### src/rtl/fetch_pkg.sv
// Shared fetch-stage types: next-PC select encoding,
// the IF/ID bundle and the bubble instruction.
package fetch_pkg;

  localparam logic [31:0] NOP_INSTR = 32'h0000_0013;

  typedef enum logic [1:0] {
    PCSEL_PLUS4       = 2'b00,
    PCSEL_EXMEM_PLUS4 = 2'b01,
    PCSEL_BTB         = 2'b10,
    PCSEL_EXMEM_TGT   = 2'b11
  } pcsel_e;

  typedef struct packed {
    logic        valid;
    logic [31:0] instr;
    logic [31:0] pc;
    logic [31:0] pcplus4;
    logic        btb_hit;
  } if_id_t;

endpackage

### src/rtl/sat_counter.sv
// Event counter that sticks at all-ones
// instead of wrapping.
module sat_counter #(
  parameter int WIDTH = 16
) (
  input  logic             clk_i,
  input  logic             rst_i,
  input  logic             inc_i,
  output logic [WIDTH-1:0] cnt_o
);

  always_ff @(posedge clk_i) begin
    if (rst_i)
      cnt_o <= '0;
    else if (inc_i && !(&cnt_o))
      cnt_o <= cnt_o + 1'b1;
  end

endmodule

### src/rtl/fetch_pc_stage.sv
// Fetch PC register, next-PC mux and IF/ID
// pipeline register with redirect/flush counters.
module fetch_pc_stage #(
  parameter int          INDEX_WIDTH = 12,
  parameter logic [31:0] RESET_PC    = 32'h0000_0000,
  parameter logic [31:0] NOP_INSTR   = fetch_pkg::NOP_INSTR,
  parameter int          CNT_WIDTH   = 16
) (
  input  logic                      clk_i,
  input  logic                      rst_i,
  input  logic [1:0]                IF_PCnext_sel_i,
  input  logic                      IF_flush_i,
  input  logic                      IF_btb_hit_i,
  input  logic [31:0]               IF_btb_target_i,
  input  logic [31:0]               EXMEM_PCplus4_i,
  input  logic [31:0]               EXMEM_br_target_i,
  input  logic                      ID_stall_i,
  input  logic [31:0]               imem_rdata_i,
  input  logic                      imem_ready_i,
  output logic [31:0]               imem_addr_o,
  output logic [31:0]               IF_PC_o,
  output logic [32-INDEX_WIDTH-3:0] IF_PC_tag_o,
  output logic [INDEX_WIDTH-1:0]    IF_btb_rd_index_o,
  output logic                      ID_valid_o,
  output logic [31:0]               ID_instr_o,
  output logic [31:0]               ID_PC_o,
  output logic [31:0]               ID_PCplus4_o,
  output logic                      ID_btb_hit_o,
  output logic [CNT_WIDTH-1:0]      redirect_cnt_o,
  output logic [CNT_WIDTH-1:0]      flush_cnt_o
);

  import fetch_pkg::*;

  logic [31:0] pc_q;
  logic [31:0] pc_plus4;
  logic [31:0] pc_sel;
  logic [31:0] pc_next;
  logic        accept;
  logic        redirect_inc;
  if_id_t      id_q;

  assign pc_plus4 = pc_q + 32'd4;
  assign accept   = imem_ready_i & ~ID_stall_i & ~IF_flush_i;

  always_comb begin
    pc_sel = pc_plus4;
    unique case (pcsel_e'(IF_PCnext_sel_i))
      PCSEL_PLUS4:       pc_sel = pc_plus4;
      PCSEL_EXMEM_PLUS4: pc_sel = EXMEM_PCplus4_i;
      PCSEL_BTB:         pc_sel = IF_btb_target_i;
      PCSEL_EXMEM_TGT:   pc_sel = EXMEM_br_target_i;
    endcase
  end

  assign pc_next      = {pc_sel[31:2], 2'b00};
  assign redirect_inc = accept &
                        (IF_PCnext_sel_i == PCSEL_BTB);

  // Bubbles keep the old pc fields; only valid/instr/hit matter downstream.
  always_ff @(posedge clk_i) begin
    if (rst_i) begin
      pc_q         <= RESET_PC;
      id_q.valid   <= 1'b0;
      id_q.instr   <= NOP_INSTR;
      id_q.pc      <= '0;
      id_q.pcplus4 <= '0;
      id_q.btb_hit <= 1'b0;
    end else if (IF_flush_i) begin
      pc_q         <= pc_next;
      id_q.valid   <= 1'b0;
      id_q.instr   <= NOP_INSTR;
      id_q.btb_hit <= 1'b0;
    end else if (ID_stall_i) begin
      pc_q <= pc_q;
      id_q <= id_q;
    end else if (!imem_ready_i) begin
      id_q.valid   <= 1'b0;
      id_q.instr   <= NOP_INSTR;
      id_q.btb_hit <= 1'b0;
    end else begin
      pc_q         <= pc_next;
      id_q.valid   <= 1'b1;
      id_q.instr   <= imem_rdata_i;
      id_q.pc      <= pc_q;
      id_q.pcplus4 <= pc_plus4;
      id_q.btb_hit <= IF_btb_hit_i;
    end
  end

  sat_counter #(.WIDTH(CNT_WIDTH)) u_redirect_cnt (
    .clk_i (clk_i),
    .rst_i (rst_i),
    .inc_i (redirect_inc),
    .cnt_o (redirect_cnt_o)
  );

  sat_counter #(.WIDTH(CNT_WIDTH)) u_flush_cnt (
    .clk_i (clk_i),
    .rst_i (rst_i),
    .inc_i (IF_flush_i),
    .cnt_o (flush_cnt_o)
  );

  assign IF_PC_o           = pc_q;
  assign imem_addr_o       = pc_q;
  assign IF_PC_tag_o       = pc_q[31:INDEX_WIDTH+2];
  assign IF_btb_rd_index_o = pc_q[INDEX_WIDTH+1:2];
  assign ID_valid_o        = id_q.valid;
  assign ID_instr_o        = id_q.instr;
  assign ID_PC_o           = id_q.pc;
  assign ID_PCplus4_o      = id_q.pcplus4;
  assign ID_btb_hit_o      = id_q.btb_hit;

endmodule

### config.mk
export PLATFORM = sky130hd
export DESIGN_NAME = fetch_pc_stage
export DESIGN_NICKNAME = d
export VERILOG_FILES = /design/src/rtl/fetch_pkg.sv /design/src/rtl/sat_counter.sv /design/src/rtl/fetch_pc_stage.sv
export SDC_FILE = /design/constraint.sdc
export NUM_CORES = 1
export LEC_CHECK = 0
export CAP_MARGIN = 10
export CORE_ASPECT_RATIO = 1.2
export CORE_MARGIN = 5
export CORE_UTILIZATION = 45
export CTS_CLUSTER_SIZE = 8
export DETAILED_ROUTE_END_ITERATION = 12
export DONT_BUFFER_PORTS = 1
export GPL_TIMING_DRIVEN = 0
export SLEW_MARGIN = 10
export SYNTH_ARGS = -nofsm -noshare
export SYNTH_HDL_FRONTEND = slang
export SYNTH_SLANG_ARGS = --single-unit
### constraint.sdc
create_clock -name clk_i -period 3.2 [get_ports clk_i]
set_input_delay 0.96 -clock clk_i [delete_from_list [all_inputs] [get_ports clk_i]]
set_output_delay 0.96 -clock clk_i [all_outputs]
set_load 0.03 [all_outputs]
==> results of run 1 <==
-- logic make-up after synthesis --
| logic type | after synthesis | synth area share |
|---|---|---|
| AOI/OAI and AO/OA | 216 | 0.1758 |
| xor gates and xnor gates | 52 | 0.05720 |
| adders and majority gates | 3 | 0.004715 |
| buffers and inverters | 159 | 0.1097 |
| DFF | 156 | 0.3922 |
| muxes | 37 | 0.05405 |
| other | 1 | 0.0004709 |
| and+or+nand+nor | 356 | 0.2058 |
-- sequential cells by signal, indices dropped and copies added (netlist names) --
register,cells
ID_instr_o,32
ID_PC_o,30
ID_PCplus4_o,30
IF_PC_o,30
u_flush_cnt.cnt_o,16
u_redirect_cnt.cnt_o,16
ID_btb_hit_o,1
ID_valid_o,1
-- cells in the final DEF, fill, tap and decap left out, drive strengths merged, types with 31 or more instances in the layout --
cell,n
a211oi,33
clkbuf,80
o21ai,31
xnor2,41
buf,83
nor2,134
a22oi,39
nand2,105
a21oi,64
dfxtp,156
-- worst max-delay path by stage --
stage / start / to / slack, ps / cells past startpoint
after floorplan: ID_stall_i / u_redirect_cnt.cnt_o[12] / 390 / 7
after global placement: IF_PCnext_sel_i[1] / IF_PC_o[19] / -460 / 7
after detailed placement: IF_PCnext_sel_i[1] / IF_PC_o[19] / -460 / 7
after CTS: IF_PC_o[2] / ID_PCplus4_o[26] / 110 / 7
after global routing: IF_PC_o[2] / ID_PCplus4_o[26] / 20 / 7
final: IF_PC_o[2] / ID_PCplus4_o[26] / 90 / 7
-- worst max-delay path, stage by stage, from the launching register on --
cell,delay (ps)
dfxtp_1,800
ha_1,410
nand3_4,180
or4_4,550
buf_6,150
or4_4,550
xor2_1,180
a211oi_2,210
-- Yosys cell counts (all sizes together) (11+ instances only) --
library cell / n / area, um2
o21ai: 31 / 155.2
nor3: 20 / 110.1
clkbuf: 63 / 236.5
a21oi: 64 / 320.3
buf: 83 / 588.1
nor2: 134 / 503.0
inv: 13 / 48.80
nor4: 16 / 100.1
nand3: 22 / 122.6
nand4: 20 / 125.1
mux2i: 25 / 250.2
a22oi: 39 / 292.8
dfxtp: 156 / 3123
nand2: 105 / 394.1
xor2: 11 / 96.34
xnor2: 41 / 359.1
a211oi: 33 / 252.7
-- power by group through the flow --
stage	Combinational, mW	Clock [mW]	Sequential, mW
final	0.686	2.03	2.25
after floorplan	0.544	0	2.25
after CTS	0.683	2.05	2.25
after global placement	0.678	0	2.29
after global routing	0.734	2.14	2.26
after detailed placement	0.680	0	2.29
-- per-layer routing --
| metal | GRT usage | part of all wire | vias to the layer above |
|---|---|---|---|
| met5 | 0 | 0.00024 | - |
| met3 | 0.1000 | 0.090 | 36 |
| met1 | 0.3286 | 0.40 | 3437 |
| li1 | - | - | 3432 |
| met4 | 0.06957 | 0.017 | 2 |
| met2 | 0.4426 | 0.49 | 287 |
-- cell type report --
type / count / area (um2)
diodes: 1 / 2.502
plain buffers: 146 / 825.8
clock buffers: 17 / 425.4
clock inverters: 15 / 155.1
fillers: 1775 / 8586
inverters: 13 / 48.80
multi-input cells: 672 / 3999
flip-flops and latches: 156 / 3123
well taps: 220 / 275.3
-- timing repair --
action | 4_1_cts | 5_1_grt
setup endpoints to repair | 4 | 0
hold buffers | 0 | 0
resized for setup | 2 | 0
==> impl_results.md, run 1 <==
* GRT overflow at 0
* Final Max Slew Viols at 0
* Clock slew at reported path FFs at 70 ps
* Die H at approximately 160 um
* Post-Layout Cell Count at 1,240
* Hold depth at 2
* RSZ-0062 raised after global routing: false
* Worst R2R Path Depth at 7
* Ports at 360
* Post-synth EDFFs at 0
* Cells after DPL at around 1,200
* Crit Path Class: reg -> reg
* Gate Count Post-Synth at 980
* Routed wire length at roughly 29 mm
* Leakage power at a little over 3 nW
* Placer congestion estimate at 0.9156
* Final Setup Violations at 0
* Fin util at 0.5077
* Fin crit period at 3108 ps
* Vias per cell at 5.802
* Finished Cell Area at 8855 um2
* H-tree depth at 4
* Overall die width at 131.4 um
* HP Class: reg -> reg
* Reg-to-reg startpoint: IF_PC_o[2]
* Sw frac at 0.3269
* Pin count of the biggest net entering global routing at 17
* Syn-to-layout area delta at 11.20%
* Flop-to-flop setup slack at ~92 ps
* Power consumption at 4.969 mW
* NumNets Final at 1,145
* Endpoints failing hold at 0
* Syn. warnings at 0
* Share of synthesized registers carrying an async set or reset at 0
* Maxcap violations at 0
* First-pass GRT wire length at approximately 43 mm
* PD cells at ~560 nW/um2
* Hold Path End: ID_PC_o[2]
* CTS max path bufs at 2
* CORE AREA at between 15,000 and 20,000 um2
* Violation count after the first detailed-route iteration at 565
* Clock power share at 0.410
* Routed Antenna Nets at 0
* Critical Path Start Type: register
* Sw power at ~1.6 mW
* Post-synthesis sequential area ratio at 0.3922
* DIE AREA at approximately 20,000 um2
* Initial antenna violation count at 2
* Slew margin rel. at 0.3654
* Worst vdd ir at around 310 uV
* CP arrival at 3470 ps
* Library cells used by synthesis at 53
* TritonCTS Buffers at 17
* Vias at 7,194
* Worst-skew pair later-pin latency at approximately 430 ps
* Sink Count at 156
* Worst path required time at around 3600 ps
* Primary FF master, synth: dfxtp_1
* Combinational share of power at 0.138
* IO Port Bufs at 0
* Overall Global Routing Usage at 0.2667
* Starting Density at 0.4566
* Cell area after synthesis at 7963 um2
* Pint at 3.344 mW
* Vias in the first global route at around 7,000
* Detailed placement HPWL at between 20 and 25 mm
* Crit Reg-Reg Endpoint: ID_PCplus4_o[26]
* Sequential power share at 0.452
* Worst Setup End Kind: register
* Root buffer cell: clkbuf_16
* Row count at between 50 and 60
* DP Worst Slack at -461.2 ps
* Fmax at 321.8 MHz
* Final worst slack at 92.05 ps
* Post-CTS Setup Repair Bufs at 0
* Post-DP Area at roughly 8300 um2
* DRC at 0
* Worst slew pin tran at 947.8 ps
* First-pass DRT Iterations at 5
* Setup TNS at 0 ps
* Avg WL per Cell at 23.38 um
* TritonCTS clock tree: built
* Worst Hold Launch: ID_PC_o[2]
* Fin crit share at 0.9712
* Mapped Avg Cell Area at 8.125 um2
* Outcome: completed
* Max FO, Critical Path at 10
* Hold WS at between 600 and 700 ps
* Clock skew at 9.085 ps
* Layout cell share with drive strength beyond 1 at 0.1344
* Seq cells post-synth at 156
Note: power is estimated with default switching activity, not from simulation.
==> run 2, diff against run 1 <==
- REMOVE_ABC_BUFFERS: unset -> 1
==> impl_results.md, run 2 (synthesis results as in run 1) <==
* Commonest non-fill, non-tap cells in the layout: 141 x dfxtp_1, 133 x nor2_1, 105 x nand2_1
* Outcome: completed
* Sequential power share at 0.507 (+0.055)
* Fin crit share at 0.9716 (about the same)
* IO Port Bufs at 0 (unchanged)
* First-pass DRT Iterations at 5 (unchanged)
* First-pass GRT wire length at 36.54 mm (-14%)
* Critical Path, Cell by Cell: ha_1 > nand3_4 > or4_4 > or4_4 > xor2_1 > a211oi_2
* Maxcap violations at 0 (unchanged)
* Vias at 6,528 (-9.3%)
* Sw frac at 0.3208 (-0.006060)
* Clock skew at 14.66 ps (+5.578 ps)
* Pint at 3.207 mW (-4.1%)
* TritonCTS Buffers at 17 (unchanged)
* TritonCTS clock tree: built
* Routed Antenna Nets at 0 (unchanged)
* Slew margin rel. at 0.1740 (-0.1914)
* Overall die width at 131.4 um (unchanged)
* Combinational share of power at 0.070 (-0.068)
* Leakage power at 2.632 nW (-14%)
* DIE AREA at 20,470 um2 (unchanged)
* CP arrival at 3450 ps (-20 ps)
* Worst path slowest cell: dfxtp_2
* Ports at 360 (unchanged)
* Largest stage delay on the critical path at 730 ps (-70 ps)
* Worst-skew pair later-pin latency at 420 ps (about the same)
* Placer congestion estimate at 0.8661 (-5.4%)
* NumNets Final at 1,006 (-12%)
* Starting Density at 0.4566 (unchanged)
* Worst path required time at 3550 ps (about the same)
* Vias in the first global route at 6,178 (-12%)
* Detailed placement HPWL at 16.30 mm (-24%)
* Final Max Slew Viols at 0 (unchanged)
* Fmax at 321.6 MHz (about the same)
* Final Setup Violations at 0 (unchanged)
* Fin util at 0.4693 (-0.03845)
* CTS max path bufs at 2 (unchanged)
* Worst slew pin tran at 1237 ps (+289.6 ps)
* Overall Global Routing Usage at 0.2205 (-0.04620)
* Worst Setup End Kind: register
* Clock slew at reported path FFs at 70 ps (about the same)
* Setup TNS at 0 ps (unchanged)
* Wl on met1 at 9.788 mm (-16%)
* Clock power share at 0.423 (+0.013)
* Routed wire length at 23.61 mm (-19%)
* Most used cell, CP: or4_4
* GRT overflow at 0 (unchanged)
* Syn-to-layout area delta at 2.781%
* Hold WS at 599.0 ps (-14.76 ps)
* Post-DP Area at 7564 um2 (-8.5%)
* Commonest non-fill, non-tap cell in the layout: dfxtp_1
* Crit Path Class: reg -> reg
* Row count at 53 (unchanged)
* H-tree depth at 4 (unchanged)
* DRC at 0 (unchanged)
* Critical Path Start Type: register
* Finished Cell Area at 8184 um2 (-7.6%)
* Cells after DPL at 1,068 (-12%)
* Fillcell total at 1,732 (-2.4%)
* Avg WL per Cell at 21.46 um (-8.2%)
* Register Area at 3142 um2 (+0.60%)
* Sink Count at 156 (unchanged)
* WL met2 at 11.53 mm (-19%)
* RSZ-0062 raised after global routing: false
* # diodes at 0 (-1)
* Top Layer Used: met4
* Cts hold-fix bufs at 0 (unchanged)
* Worst vdd ir at 331.7 uV (+7.6%)
* Layout cell share with drive strength beyond 1 at 0.09659 (-0.03785)
* Fin crit period at 3109 ps (+1.214 ps)
* Vias per cell at 5.935 (+2.3%)
* Met3 wire length at 1.894 mm (-27%)
* CORE AREA at 17,440 um2 (unchanged)
* Violation count after the first detailed-route iteration at 455 (-19%)
* Initial antenna violation count at 0 (-2)
* Max FO, Critical Path at 16 (+6)
* Root buffer cell: clkbuf_16
* HP Class: in -> reg
* PD cells at 577.0 nW/um2 (+2.8%)
* Sw power at 1.515 mW (-6.7%)
* Endpoints failing hold at 0 (unchanged)
* Area of the multi-input gates at 4026 um2 (+0.69%)
* Pin count of the biggest net entering global routing at 127 (+110)
* Post-Layout Cell Count at 1,100 (-11%)
* Die H at 155.7 um (unchanged)
* Largest register FFs at 32 (unchanged)
-- run 2: cell types whose count changed in the layout (fill, tap and decap cells not counted), moves of 3 or more --
cell      previous run  this run
buf_1                5         0
buf_2                8         0
buf_4               69         0
buf_8                0         6
clkbuf_1            62         0
clkinv_8             0         3
dfxtp_1            156       141
dfxtp_2              0        15
-- run 2: stage by stage --
step                      power [mW]  worst slack (ps)
final                          4.723             90.83
after global routing           4.932             18.75
after CTS                      4.774             3.874
after detailed placement       2.772            -499.6
after global placement         2.759             -3875
after floorplan                2.647             -1661
-- run 2: power groups by stage --
stage               sequential, mW  clock [mW]  combinational (mW)
detailed placement            2.44           0               0.331
finish                        2.40        2.00               0.330
global route                  2.41        2.15               0.372
global placement              2.44           0               0.319
floorplan                     2.39           0               0.256
CTS                           2.40        2.04               0.333
-- run 2: worst paths after layout --
check             startpoint               end  slack (ps)  cells past startpoint
setup / recovery  IF_PC_o[2]  ID_PCplus4_o[26]          90                      6
hold / removal         rst_i        IF_PC_o[3]         600                      1
setup reg to reg  IF_PC_o[2]  ID_PCplus4_o[26]          90                      6
hold reg to reg   ID_PC_o[4]        ID_PC_o[4]         610                      2
-- run 2: worst max-delay path, delay by kind of cell, from the launching register on --
family / cells / cell delay, ps
xor+xnor: 1 / 160
compound gates: 1 / 250
fa+ha+maj: 1 / 390
flops: 1 / 730
simple gates: 3 / 1500
-- run 2: final cells by class --
cell class	instances	area share
tap	220	0.03363
timing repair buffer	7	0.01238
sequential	156	0.3839
multi-input combinational	672	0.4920
clock buffer	17	0.05198
inverter	13	0.005962
clock inverter	15	0.02018
-- run 2: per-layer routing --
layer  up-vias  global-route usage
li1       3150                   -
met1      3103              0.2793
met2       251              0.3596
met3        24             0.07613
met4         0             0.06173
met5         -                   0
-- run 2: what timing repair did --
| item | in CTS | in global routing |
|---|---|---|
| endpoints found under the setup margin | 20 | 2 |
| resized for setup | 12 | 3 |
| buffers inserted | 0 | 0 |
